<file path="src/rtl/shifter_arbiter.sv">
// Round-robin arbiter sharing one 32-bit barrel shifter between mantissa alignment (req0)
// and post-add normalization (req1), with a single-entry back-pressured result register.

module barrel_shifter (
  input  logic [31:0] a,
  input  logic [4:0]  shift_amount,
  input  logic        left,
  output logic [31:0] res
);
  logic [31:0] stage;

  // Logarithmic stages: bit i of the amount shifts by 2**i, zero fill either way.
  always_comb begin
    stage = a;
    for (int unsigned i = 0; i < 5; i++) begin
      if (shift_amount[i]) begin
        stage = left ? (stage << (32'd1 << i)) : (stage >> (32'd1 << i));
      end
    end
    res = stage;
  end
endmodule

module shifter_arbiter #(
  parameter int unsigned CNT_W = 16
) (
  input  logic             clk,
  input  logic             rst,
  input  logic             req0_valid,
  output logic             req0_ready,
  input  logic [31:0]      req0_a,
  input  logic [4:0]       req0_amt,
  input  logic             req0_left,
  input  logic             req1_valid,
  output logic             req1_ready,
  input  logic [31:0]      req1_a,
  input  logic [4:0]       req1_amt,
  input  logic             req1_left,
  output logic             rsp_valid,
  input  logic             rsp_ready,
  output logic [31:0]      rsp_res,
  output logic             rsp_id,
  output logic [CNT_W-1:0] grant_cnt0,
  output logic [CNT_W-1:0] grant_cnt1
);
  logic        ptr;
  logic        grant0;
  logic        grant1;
  logic        can_load;
  logic        accept;
  logic [31:0] sh_a;
  logic [4:0]  sh_amt;
  logic        sh_left;
  logic [31:0] sh_res;

  // With both valid, ptr picks the winner; a lone valid requester always wins.
  always_comb begin
    grant0     = req0_valid && (!req1_valid || !ptr);
    grant1     = req1_valid && (!req0_valid || ptr);
    can_load   = !rsp_valid || rsp_ready;
    req0_ready = grant0 && can_load && !rst;
    req1_ready = grant1 && can_load && !rst;
    accept     = (req0_valid && req0_ready) || (req1_valid && req1_ready);
    sh_a       = grant1 ? req1_a    : req0_a;
    sh_amt     = grant1 ? req1_amt  : req0_amt;
    sh_left    = grant1 ? req1_left : req0_left;
  end

  barrel_shifter u_shifter (
    .a            (sh_a),
    .shift_amount (sh_amt),
    .left         (sh_left),
    .res          (sh_res)
  );

  always_ff @(posedge clk) begin
    if (rst) begin
      rsp_valid  <= 1'b0;
      rsp_res    <= '0;
      rsp_id     <= 1'b0;
      grant_cnt0 <= '0;
      grant_cnt1 <= '0;
      ptr        <= 1'b0;
    end else if (accept) begin
      rsp_res   <= sh_res;
      rsp_id    <= grant1;
      rsp_valid <= 1'b1;
      ptr       <= ~grant1;
      if (grant1) begin
        if (grant_cnt1 != '1) grant_cnt1 <= grant_cnt1 + CNT_W'(1);
      end else begin
        if (grant_cnt0 != '1) grant_cnt0 <= grant_cnt0 + CNT_W'(1);
      end
    end else if (rsp_ready) begin
      rsp_valid <= 1'b0;
    end
  end
endmodule

</file>
<file path="config.mk">
export PLATFORM = sky130hd
export DESIGN_NAME = shifter_arbiter
export DESIGN_NICKNAME = d
export VERILOG_FILES = /design/src/rtl/shifter_arbiter.sv
export SDC_FILE = /design/constraint.sdc
export NUM_CORES = 1
export LEC_CHECK = 0
export ABC_AREA = 1
export BUFFER_PORTS_ARGS = -buffer_cell sky130_fd_sc_hd__buf_2
export CELL_PAD_IN_SITES_DETAIL_PLACEMENT = 0
export CELL_PAD_IN_SITES_GLOBAL_PLACEMENT = 1
export CORE_MARGIN = 2
export CORE_UTILIZATION = 36
export CTS_CLUSTER_DIAMETER = 150
export DETAILED_ROUTE_END_ITERATION = 10
export PLACE_DENSITY_LB_ADDON = 0.1
export SYNTH_ARGS = -nofsm -noshare
export SYNTH_HDL_FRONTEND = slang
export SYNTH_SLANG_ARGS = --single-unit
</file>
<file path="constraint.sdc">
create_clock -name clk -period 3.1 [get_ports clk]
set_clock_uncertainty 0.15 [all_clocks]
set_input_delay 0.93 -clock clk [delete_from_list [all_inputs] [get_ports clk]]
set_output_delay 0.93 -clock clk [all_outputs]
set_load 0.05 [all_outputs]
</file>
==> results of run 1 <==
-- flip-flops by register name (all words and copies together), names as in the netlist --
| name | count |
|---|---|
| rsp_id | 1 |
| rsp_valid | 1 |
| ptr | 1 |
| rsp_res | 32 |
| grant_cnt0 | 16 |
| grant_cnt1 | 16 |
-- path summary, 6_finish.rpt --
check | start | endpoint | slack, ns | depth (start not counted)
setup / recovery | rsp_ready | req0_ready | 0.16 | 8
hold / removal | grant_cnt0[11]$_SDFFE_PP0P_ | grant_cnt0[11]$_SDFFE_PP0P_ | 0.33 | 2
setup reg to reg | ptr$_SDFFE_PP0N_ | rsp_res[27]$_SDFFE_PP0N_ | 0.53 | 15
hold reg to reg | grant_cnt0[11]$_SDFFE_PP0P_ | grant_cnt0[11]$_SDFFE_PP0P_ | 0.33 | 2
-- cell usage after synthesis, types with 4 or more instances --
| library cell | instances |
|---|---|
| nand2_2 | 6 |
| o21ai_0 | 46 |
| nor4_1 | 4 |
| a21oi_1 | 74 |
| inv_2 | 6 |
| buf_6 | 5 |
| o21ai_1 | 4 |
| nand2_1 | 485 |
| dfxtp_1 | 67 |
| buf_4 | 7 |
| nor3b_1 | 4 |
| inv_1 | 75 |
| o21a_1 | 5 |
| clkbuf_1 | 15 |
| nor2_1 | 42 |
| nand3_1 | 227 |
| nand4_1 | 21 |
| buf_2 | 41 |
| nor3_1 | 17 |
| buf_1 | 4 |
-- cell type report --
| type | instances | share of cell area, % |
|---|---|---|
| multi-input combinational | 962 | 53.6 |
| timing repair buffer | 227 | 18.8 |
| sequential | 67 | 16.6 |
| inverter | 81 | 3.76 |
| tap | 225 | 3.48 |
| clock buffer | 10 | 2.95 |
| clock inverter | 6 | 0.788 |
-- logic make-up after synthesis --
kind of cell             synth area share (%)
adder cells (fa/ha/maj)                 0.394
AO/OA/AOI/OAI                            11.1
flip-flops                               21.1
AND/OR/NAND/NOR                          56.1
buffers and inverters                    10.9
XOR/XNOR                                0.414
-- through the flow --
stage                     hold slack, ns  worst slack (ns)  instance area (um2)  util, %  TNS (ns)
final                              0.326             0.155                 8100     46.8         0
after global routing               0.360          -0.00300                 8100     46.8  -0.00300
after CTS                          0.330             0.129                 8080     46.7         0
after detailed placement           0.321           -0.0998                 7770     44.9    -0.713
after global placement             0.319            -0.120                 7770     44.9    -0.436
after floorplan                    0.311             0.185                 6350        -         0
-- what timing repair did --
action                                  4_1_cts  5_1_grt
endpoints found under the setup margin        0        3
resized for setup                             0        4
hold buffers                                  0        0
-- tightest hold or removal path: stages, from the launching register on --
cell	delay (ns)
dfxtp_1	0.31
inv_1	0.06
a21oi_1	0.05
-- per-layer routing --
metal | up-vias | GRT usage [%] | routed length, um
met5 | - | 0 | 0
li1 | 4204 | - | -
met1 | 3640 | 34.3 | 10900
met4 | 0 | 5.44 | 395
met3 | 33 | 4.41 | 1190
met2 | 242 | 40.2 | 10600
-- power breakdown --
part	internal, mW	leakage [nW]	total, mW	switching [mW]
Clock	0.644	0.145	1.04	0.391
Sequential	0.914	0.547	0.943	0.0291
Combinational	0.542	3.49	1.67	1.13
==> impl_metrics.ini, run 1 <==
[clocking]
clk_latency_ns = 0.33
clkTransAtPathRegs_ns = 0.06
cts_setup_buffers = 0
numCtsBuffers = 9
cts_sinks = 67
cts.path.max_buffers = 2
root_buffer = clkbuf_16
htree_levels = 3
cts_tree = yes

[place]
detailed_place_hpwl_um = 18100
gp_congestion = 0.897
portBuffers = 148
dp.cells = 1562

[timing]
hold_violations = 0
setup_viol = 0
worstMarginPinSlew_ns = 0.403
rsz0062_at_grt = true
maxSlewViolCount = 0
min_period_ns = 2.94
period_share_pct = 95.0
slew_headroom_pct = 73.1
max_freq_mhz = 340

[setup_path]
worstPathArrival_ns = 1.86
critPathSlowestCell = buf_2
crit_path_end_kind = primary output
worstSetupPathType = input pin to primary output
slowest_delay_ns = 0.27
cp_max_fo = 3
path_buf_inv = 5
cp_cell_sequence = buf_2, inv_1, nand2_1, nand2_1, inv_1, nand3_1, inv_2, buf_2
startpoint_type = input pin
worstPathRequired_ns = 2.02
path_delay_family = buffers and inverters

[routing]
dr.pass1.iters = 6
routedWlPerCell_um = 14.6
drc = 0
postRouteWirelength_um = 23000
vias = 8119
antenna_left = 0
viasPerCell = 5.15
drtIter0Drc = 654

[die]
io_pins = 149
core-area_um2 = 17300
start_util_pct = 36.7
rows = 48
dieArea_um2 = 18700
die_w_um = 137
die_y_um = 137

[logic_synthesis]
synth_area_um2 = 6350
yosysSeqAreaShare_pct = 21.1
synth_fp_nets = 1265
syn_avg_cell_area_um2 = 5.37
synth_warnings = 0
yosys.area.top_type = nand2_1
synthArstFlopShare_pct = 0
synth_edf_count = 0
synth_flop_cell = dfxtp_1
synthTopCellsByArea = nand2_1 (29%), dfxtp_1 (21%), nand3_1 (18%)
synth-seq-cells = 67
synthDistinctLibCells = 34
synthCells = 1182
synth_top_area_share_pct = 28.7

[layout]
layout_common_cells = nand2_1 (485), nand3_1 (224), buf_2 (148)
layout_commonest_cell = nand2_1
syn2layout_area_growth_pct = 27.4
antennaDiodeCount = 0
fillers = 1958
register_area_um2 = 1340
fin_cells = 1578
layout-drive-gt1-share_pct = 20.1
nets = 1431
multi_input_area_um2 = 4340

[power]
p_per_area_nw_per_um2 = 451
ir_drop_mv = 0.253
p_leak_nw = 4.18
finalPower_mw = 3.65

[global_route]
grt.overflow.total = 0
grt.total_usage_pct = 24.8
antenna_found_initial = 0
grt_pass1_wl_um = 37000
grt_max_degree = 43
grt_pass1_vias = 7338

[run_status]
status = finished, final reports clean

[run]
maxCapViolCount = 0

[worst_hold_path]
hold_path_class = register to register
Power figures use the tool's default switching activity.
==> inputs of run 2 (changes only) <==
--- a/config.mk
+++ b/config.mk
@@ -10,7 +10,7 @@
 export CELL_PAD_IN_SITES_DETAIL_PLACEMENT = 0
 export CELL_PAD_IN_SITES_GLOBAL_PLACEMENT = 1
 export CORE_MARGIN = 2
-export CORE_UTILIZATION = 36
+export CORE_UTILIZATION = 39
 export CTS_CLUSTER_DIAMETER = 150
 export DETAILED_ROUTE_END_ITERATION = 10
 export PLACE_DENSITY_LB_ADDON = 0.1
==> constraint.sdc (replaced) <==
create_clock -name clk -period 3.52 [get_ports clk]
set_clock_uncertainty 0.15 [all_clocks]
set_input_delay 1.056 -clock clk [delete_from_list [all_inputs] [get_ports clk]]
set_output_delay 1.056 -clock clk [all_outputs]
set_load 0.05 [all_outputs]
==> run 2 against run 1 <==
Combinational power shrank 17%. Via count is 3.6% lower. Sequential power down 12%. First-iteration DRC count rose by 0.92%. Hold slack better by 0.0023 ns. Non-clock buffer count is 44 lower. Die area down 7.5%. Register-to-register slack improved by 0.44 ns. Wire length fell by 3.6%. Critical path depth is 2 lower. Sequential cell count stayed put. Final area shrank 5.6%. Critical path type unchanged. Largest power group unchanged.
==> impl_metrics.ini, run 2 (same netlist as run 1, synthesis figures left out) <==
[power]
p_comb_share_pct = 44.4
p_clk_share_pct = 28.9
power_switching_mw = 1.34
p_leak_nw = 3.92
sw_frac_of_total_pct = 42.9
pwr-share-seq_pct = 26.7
ir_drop_mv = 0.252
finalPower_mw = 3.11
internal_power_mw = 1.78
p_per_area_nw_per_um2 = 407

[setup_path]
startpoint_type = input pin
worstPathArrival_ns = 2.17
worstPathRequired_ns = 2.31
crit_path_end_kind = primary output
cp_max_fo = 20
worstSetupPathType = input pin to primary output

[die]
die_y_um = 132
io_pins = 149
core-area_um2 = 15900
rows = 46
dieArea_um2 = 17300
start_util_pct = 40.0
die_w_um = 132

[timing]
max_freq_mhz = 297
period_share_pct = 95.8
setup_slack_ns = 0.149
timing.setup.tns_ns = 0
worstMarginPinSlew_ns = 1.03
maxSlewViolCount = 0
rsz0062_at_grt = false
hold_violations = 0
slew_headroom_pct = 31.0
setup_viol = 0
min_period_ns = 3.37

[place]
pre_cts_ws_ns = 0.116
place_area_um2 = 7340
gp_congestion = 0.896
dp.cells = 1509
detailed_place_hpwl_um = 17100
portBuffers = 148

[clocking]
numCtsBuffers = 9
hold_buffers = 0
cts_resized = 0
cts_setup_buffers = 0
clk_latency_ns = 0.33
htree_levels = 3
clkTransAtPathRegs_ns = 0.06
root_buffer = clkbuf_16
cts_tree = yes
cts.path.max_buffers = 2
cts_sinks = 67

[layout]
fillers = 1768
syn2layout_area_growth_pct = 20.3
largestRegisters = rsp_res x32, grant_cnt0 x16, grant_cnt1 x16
top_register = rsp_res
finalInstanceArea_um2 = 7640
layout_common_cells = nand2_1 (485), nand3_1 (227), buf_2 (148)
layout_commonest_cell = nand2_1
largest_register_ffs = 32
fin_cells = 1525
antennaDiodeCount = 0
layout-drive-gt1-share_pct = 17.1
nets = 1387

[run]
maxCapViolCount = 0

[global_route]
use_met1_pct = 35.3
grt_max_degree = 43
grt.total_usage_pct = 25.4
grt_use_met2_pct = 42.3
use_met3_pct = 3.43
top_usage_layer = met2
grt.overflow.total = 0
grt_pass1_wl_um = 36600
grt_pass1_vias = 7090
antenna_found_initial = 0

[routing]
drc = 0
postRouteWirelength_um = 22200
antenna_left = 0
drtIter0Drc = 660
vias = 7828
dr.pass1.iters = 5
viasPerCell = 5.13
routedWlPerCell_um = 14.5

[worst_hold_path]
hold_path_class = register to register

[run_status]
status = finished, final reports clean
## run 2: cell types whose count changed in the layout (fill, tap and decap cells not counted)
cell | before | now
buf_6 | 1 | 0
clkinvlp_4 | 2 | 1
nand3_2 | 6 | 3
inv_6 | 1 | 0
clkbuf_1 | 0 | 1
clkinv_2 | 2 | 3
buf_12 | 15 | 8
buf_4 | 63 | 27
nand3_1 | 224 | 227
## run 2: power by group through the flow
| stage | clock (mW) | sequential [mW] | combinational [mW] |
|---|---|---|---|
| 2_1_floorplan | 0 | 0.998 | 0.824 |
| 3_3_place_gp | 0 | 0.846 | 1.37 |
| 6_report | 0.901 | 0.830 | 1.38 |
| 3_5_place_dp | 0 | 0.846 | 1.37 |
| 4_1_cts | 0.911 | 0.830 | 1.38 |
| 5_1_grt | 0.942 | 0.835 | 1.53 |
## run 2: final timing paths
kind / startpoint / slack (ns) / to / cells after the start
worst max-delay path: req1_valid / 0.15 / req1_ready / 6
worst min-delay path: grant_cnt0[11]$_SDFFE_PP0P_ / 0.33 / grant_cnt0[11]$_SDFFE_PP0P_ / 2
worst max register to register: ptr$_SDFFE_PP0N_ / 0.97 / rsp_res[31]$_SDFFE_PP0N_ / 15
worst min register to register: grant_cnt0[11]$_SDFFE_PP0P_ / 0.33 / grant_cnt0[11]$_SDFFE_PP0P_ / 2
## run 2: metal layers
| layer | share of wire, % | vias to the layer above | routed length [um] |
|---|---|---|---|
| li1 | - | 4104 | - |
| met1 | 48 | 3511 | 10700 |
| met2 | 46 | 199 | 10300 |
| met3 | 4.4 | 14 | 980 |
| met4 | 0.77 | 0 | 171 |
| met5 | 0 | - | 0 |
## run 2: cell type report
type	count	area [um2]	area share, %
multi-input cells	962	4330	56.6
flip-flops and latches	67	1340	17.6
repair buffers	183	1100	14.4
inverters	81	304	3.98
well taps	216	270	3.54
clock buffers	11	243	3.18
clock inverters	5	52.6	0.688
## run 2: through the flow
stage | hold WS, ns | utilization (%)
floorplan | 0.311 | -
global placement | 0.315 | 46.2
detailed placement | 0.321 | 46.2
CTS | 0.333 | 48.1
global route | 0.367 | 48.1
finish | 0.328 | 48.1
## run 2: worst max-delay path: stages
cell	delay [ns]
buf_2	0.10
buf_4	0.23
nand2_2	0.13
buf_4	0.18
nor2_4	0.17
buf_2	0.30
==> inputs of run 3 (changes only) <==
--- a/config.mk
+++ b/config.mk
@@ -7,13 +7,14 @@
 export LEC_CHECK = 0
 export ABC_AREA = 1
 export BUFFER_PORTS_ARGS = -buffer_cell sky130_fd_sc_hd__buf_2
-export CELL_PAD_IN_SITES_DETAIL_PLACEMENT = 0
-export CELL_PAD_IN_SITES_GLOBAL_PLACEMENT = 1
+export CELL_PAD_IN_SITES_DETAIL_PLACEMENT = 1
+export CELL_PAD_IN_SITES_GLOBAL_PLACEMENT = 2
 export CORE_MARGIN = 2
-export CORE_UTILIZATION = 39
+export CORE_UTILIZATION = 29
 export CTS_CLUSTER_DIAMETER = 150
 export DETAILED_ROUTE_END_ITERATION = 10
 export PLACE_DENSITY_LB_ADDON = 0.1
 export SYNTH_ARGS = -nofsm -noshare
 export SYNTH_HDL_FRONTEND = slang
 export SYNTH_SLANG_ARGS = --single-unit
+export TNS_END_PERCENT = 30
==> constraint.sdc (replaced) <==
create_clock -name clk -period 3.52 [get_ports clk]
set_clock_uncertainty 0.15 [all_clocks]
set_input_delay 0.176 -clock clk [delete_from_list [all_inputs] [get_ports clk]]
set_output_delay 0.176 -clock clk [all_outputs]
set_load 0.05 [all_outputs]
==> run 3 against run 2 <==
Total power rose by 1.6%. Via count rose by 2.1%. Register-to-register slack got worse by 0.50 ns. Largest cell class unchanged. Largest power group unchanged. Highest routed layer unchanged.
==> impl_metrics.ini, run 3 (same netlist as run 1, synthesis figures left out) <==
[layout]
antennaDiodeCount = 0
syn2layout_area_growth_pct = 19.5
multi_input_area_um2 = 4330
top_register = rsp_res
nets = 1378
layout-drive-gt1-share_pct = 16.6
layout_common_cells = nand2_1 (485), nand3_1 (227), buf_2 (148)
fillers = 3011
register_area_um2 = 1340
largestRegisters = rsp_res x32, grant_cnt0 x16, grant_cnt1 x16
layout_commonest_cell = nand2_1
largest_register_ffs = 32

[setup_path]
r2r_slack_ns = 0.47
worstSetupPathType = register to register
worstPathRequired_ns = 3.65
r2r_end = rsp_res[10]$_SDFFE_PP0N_
startpoint_type = register
cp_max_fo = 20
worstPathArrival_ns = 3.18
crit_path_end_kind = register
r2r_cells = 17
r2r_start = ptr$_SDFFE_PP0N_

[power]
p_per_area_nw_per_um2 = 416
sw_frac_of_total_pct = 44.4
p_clk_share_pct = 29.6
internal_power_mw = 1.76
p_comb_share_pct = 44.1
ir_drop_mv = 0.209
pwr-share-seq_pct = 26.3
p_leak_nw = 3.86
power_switching_mw = 1.40

[routing]
routedWlPerCell_um = 16.6
postRouteWirelength_um = 26200
dr.pass1.iters = 4
drtIter0Drc = 464
antenna_left = 0
vias = 7990
drc = 0
viasPerCell = 5.06

[timing]
setup_viol = 0
maxSlewViolCount = 0
timing.setup.tns_ns = 0
period_share_pct = 86.7
max_freq_mhz = 328
setup_slack_ns = 0.469
hold_violations = 0
slew_headroom_pct = 27.0
rsz0062_at_grt = false
min_period_ns = 3.05
worstMarginPinSlew_ns = 1.09

[run_status]
status = finished, final reports clean

[global_route]
grt_pass1_wl_um = 43400
grt_pass1_vias = 8103
grt_max_degree = 43
grt.overflow.total = 0
grt.total_usage_pct = 22.7
antenna_found_initial = 0

[clocking]
clk_latency_ns = 0.34
numCtsBuffers = 9
root_buffer = clkbuf_16
cts_sinks = 67
cts_tree = yes
cts.path.max_buffers = 2
clkTransAtPathRegs_ns = 0.06
htree_levels = 3
cts_setup_buffers = 0

[die]
core-area_um2 = 21700
die_y_um = 152
die_w_um = 152
io_pins = 149
dieArea_um2 = 23100
rows = 54
start_util_pct = 29.3

[place]
gp_congestion = 0.842
portBuffers = 148
pre_cts_ws_ns = 0.426
detailed_place_hpwl_um = 20800

[run]
maxCapViolCount = 0

[worst_hold_path]
hold_start = rsp_ready
hold_path_class = input pin to register
hold_depth = 4
min_to = rsp_valid$_SDFFE_PP0P_
==> run 3: cell count changes in the layout (fill, tap and decap cells not counted), sizes merged <==
cell	delta
inv	+1
clkinvlp	-1
buf	-9
==> run 3: cell type report <==
| type | count | share of cell area (%) |
|---|---|---|
| Clock buffer | 11 | 3.20 |
| Clock inverter | 5 | 0.808 |
| Inverter | 81 | 4.01 |
| Multi-Input combinational cell | 962 | 57.0 |
| Sequential cell | 67 | 17.7 |
| Tap cell | 280 | 4.62 |
| Timing Repair Buffer | 174 | 12.7 |
==> run 3: power groups by stage <==
stage / clock (mW) / sequential, mW / combinational (mW)
floorplan: 0 / 0.998 / 0.824
global placement: 0 / 0.850 / 1.39
detailed placement: 0 / 0.850 / 1.39
CTS: 0.964 / 0.834 / 1.40
global route: 0.989 / 0.840 / 1.56
finish: 0.934 / 0.832 / 1.39
==> run 3: worst max-delay path by stage <==
stage	cells past startpoint	endpoint	start
floorplan	12	grant_cnt1[15]$_SDFFE_PP0P_	rsp_valid$_SDFFE_PP0P_
global placement	15	rsp_res[19]$_SDFFE_PP0N_	ptr$_SDFFE_PP0N_
detailed placement	15	rsp_res[11]$_SDFFE_PP0N_	ptr$_SDFFE_PP0N_
CTS	15	rsp_res[11]$_SDFFE_PP0N_	ptr$_SDFFE_PP0N_
global route	15	rsp_res[27]$_SDFFE_PP0N_	ptr$_SDFFE_PP0N_
finish	17	rsp_res[10]$_SDFFE_PP0N_	ptr$_SDFFE_PP0N_
==> run 3: metrics by stage <==
| step | utilization [%] | hold slack (ns) | total power [mW] | cells | cell area, um2 |
|---|---|---|---|---|---|
| CTS | 35.0 | 0.0232 | 3.20 | 1580 | 7590 |
| global placement | 33.6 | 0.323 | 2.24 | 1564 | 7280 |
| detailed placement | 33.6 | 0.332 | 2.24 | 1564 | 7280 |
| finish | 35.0 | 0.0142 | 3.16 | 1580 | 7590 |
| floorplan | - | 0.211 | 1.82 | 1182 | 6350 |
| global route | 35.0 | 0.0350 | 3.38 | 1580 | 7590 |
==> run 3: worst max-delay path, stage by stage (launching register included) <==
cell and delay [ns]:
dfxtp_1 0.34, inv_2 0.05, nand2_2 0.28, nand2_2 0.22
nand2_1 0.13, nand2_2 0.25, nor2_2 0.26, buf_4 0.25
nand3_1 0.18, nand3_1 0.22, nand2_1 0.08, nand3_1 0.16
nand2_1 0.06, nand3_1 0.10, nand2_1 0.06, nand3_1 0.08
nand2_1 0.07, inv_1 0.05
==> run 3: per-layer routing <==
layer | part of all wire (%) | vias to the layer above | track usage [%] | wire length (um)
met2 | 47 | 116 | 38.8 | 12300
met4 | 0.44 | 0 | 2.76 | 116
met5 | 0 | - | 0 | 0
li1 | - | 4091 | - | -
met3 | 2.6 | 13 | 2.31 | 669
met1 | 50 | 3770 | 31.7 | 13100
==> run 3: timing repair <==
action	4_1_cts	5_1_grt
setup endpoints to repair	0	3
resized for setup	0	1
hold buffers	0	0
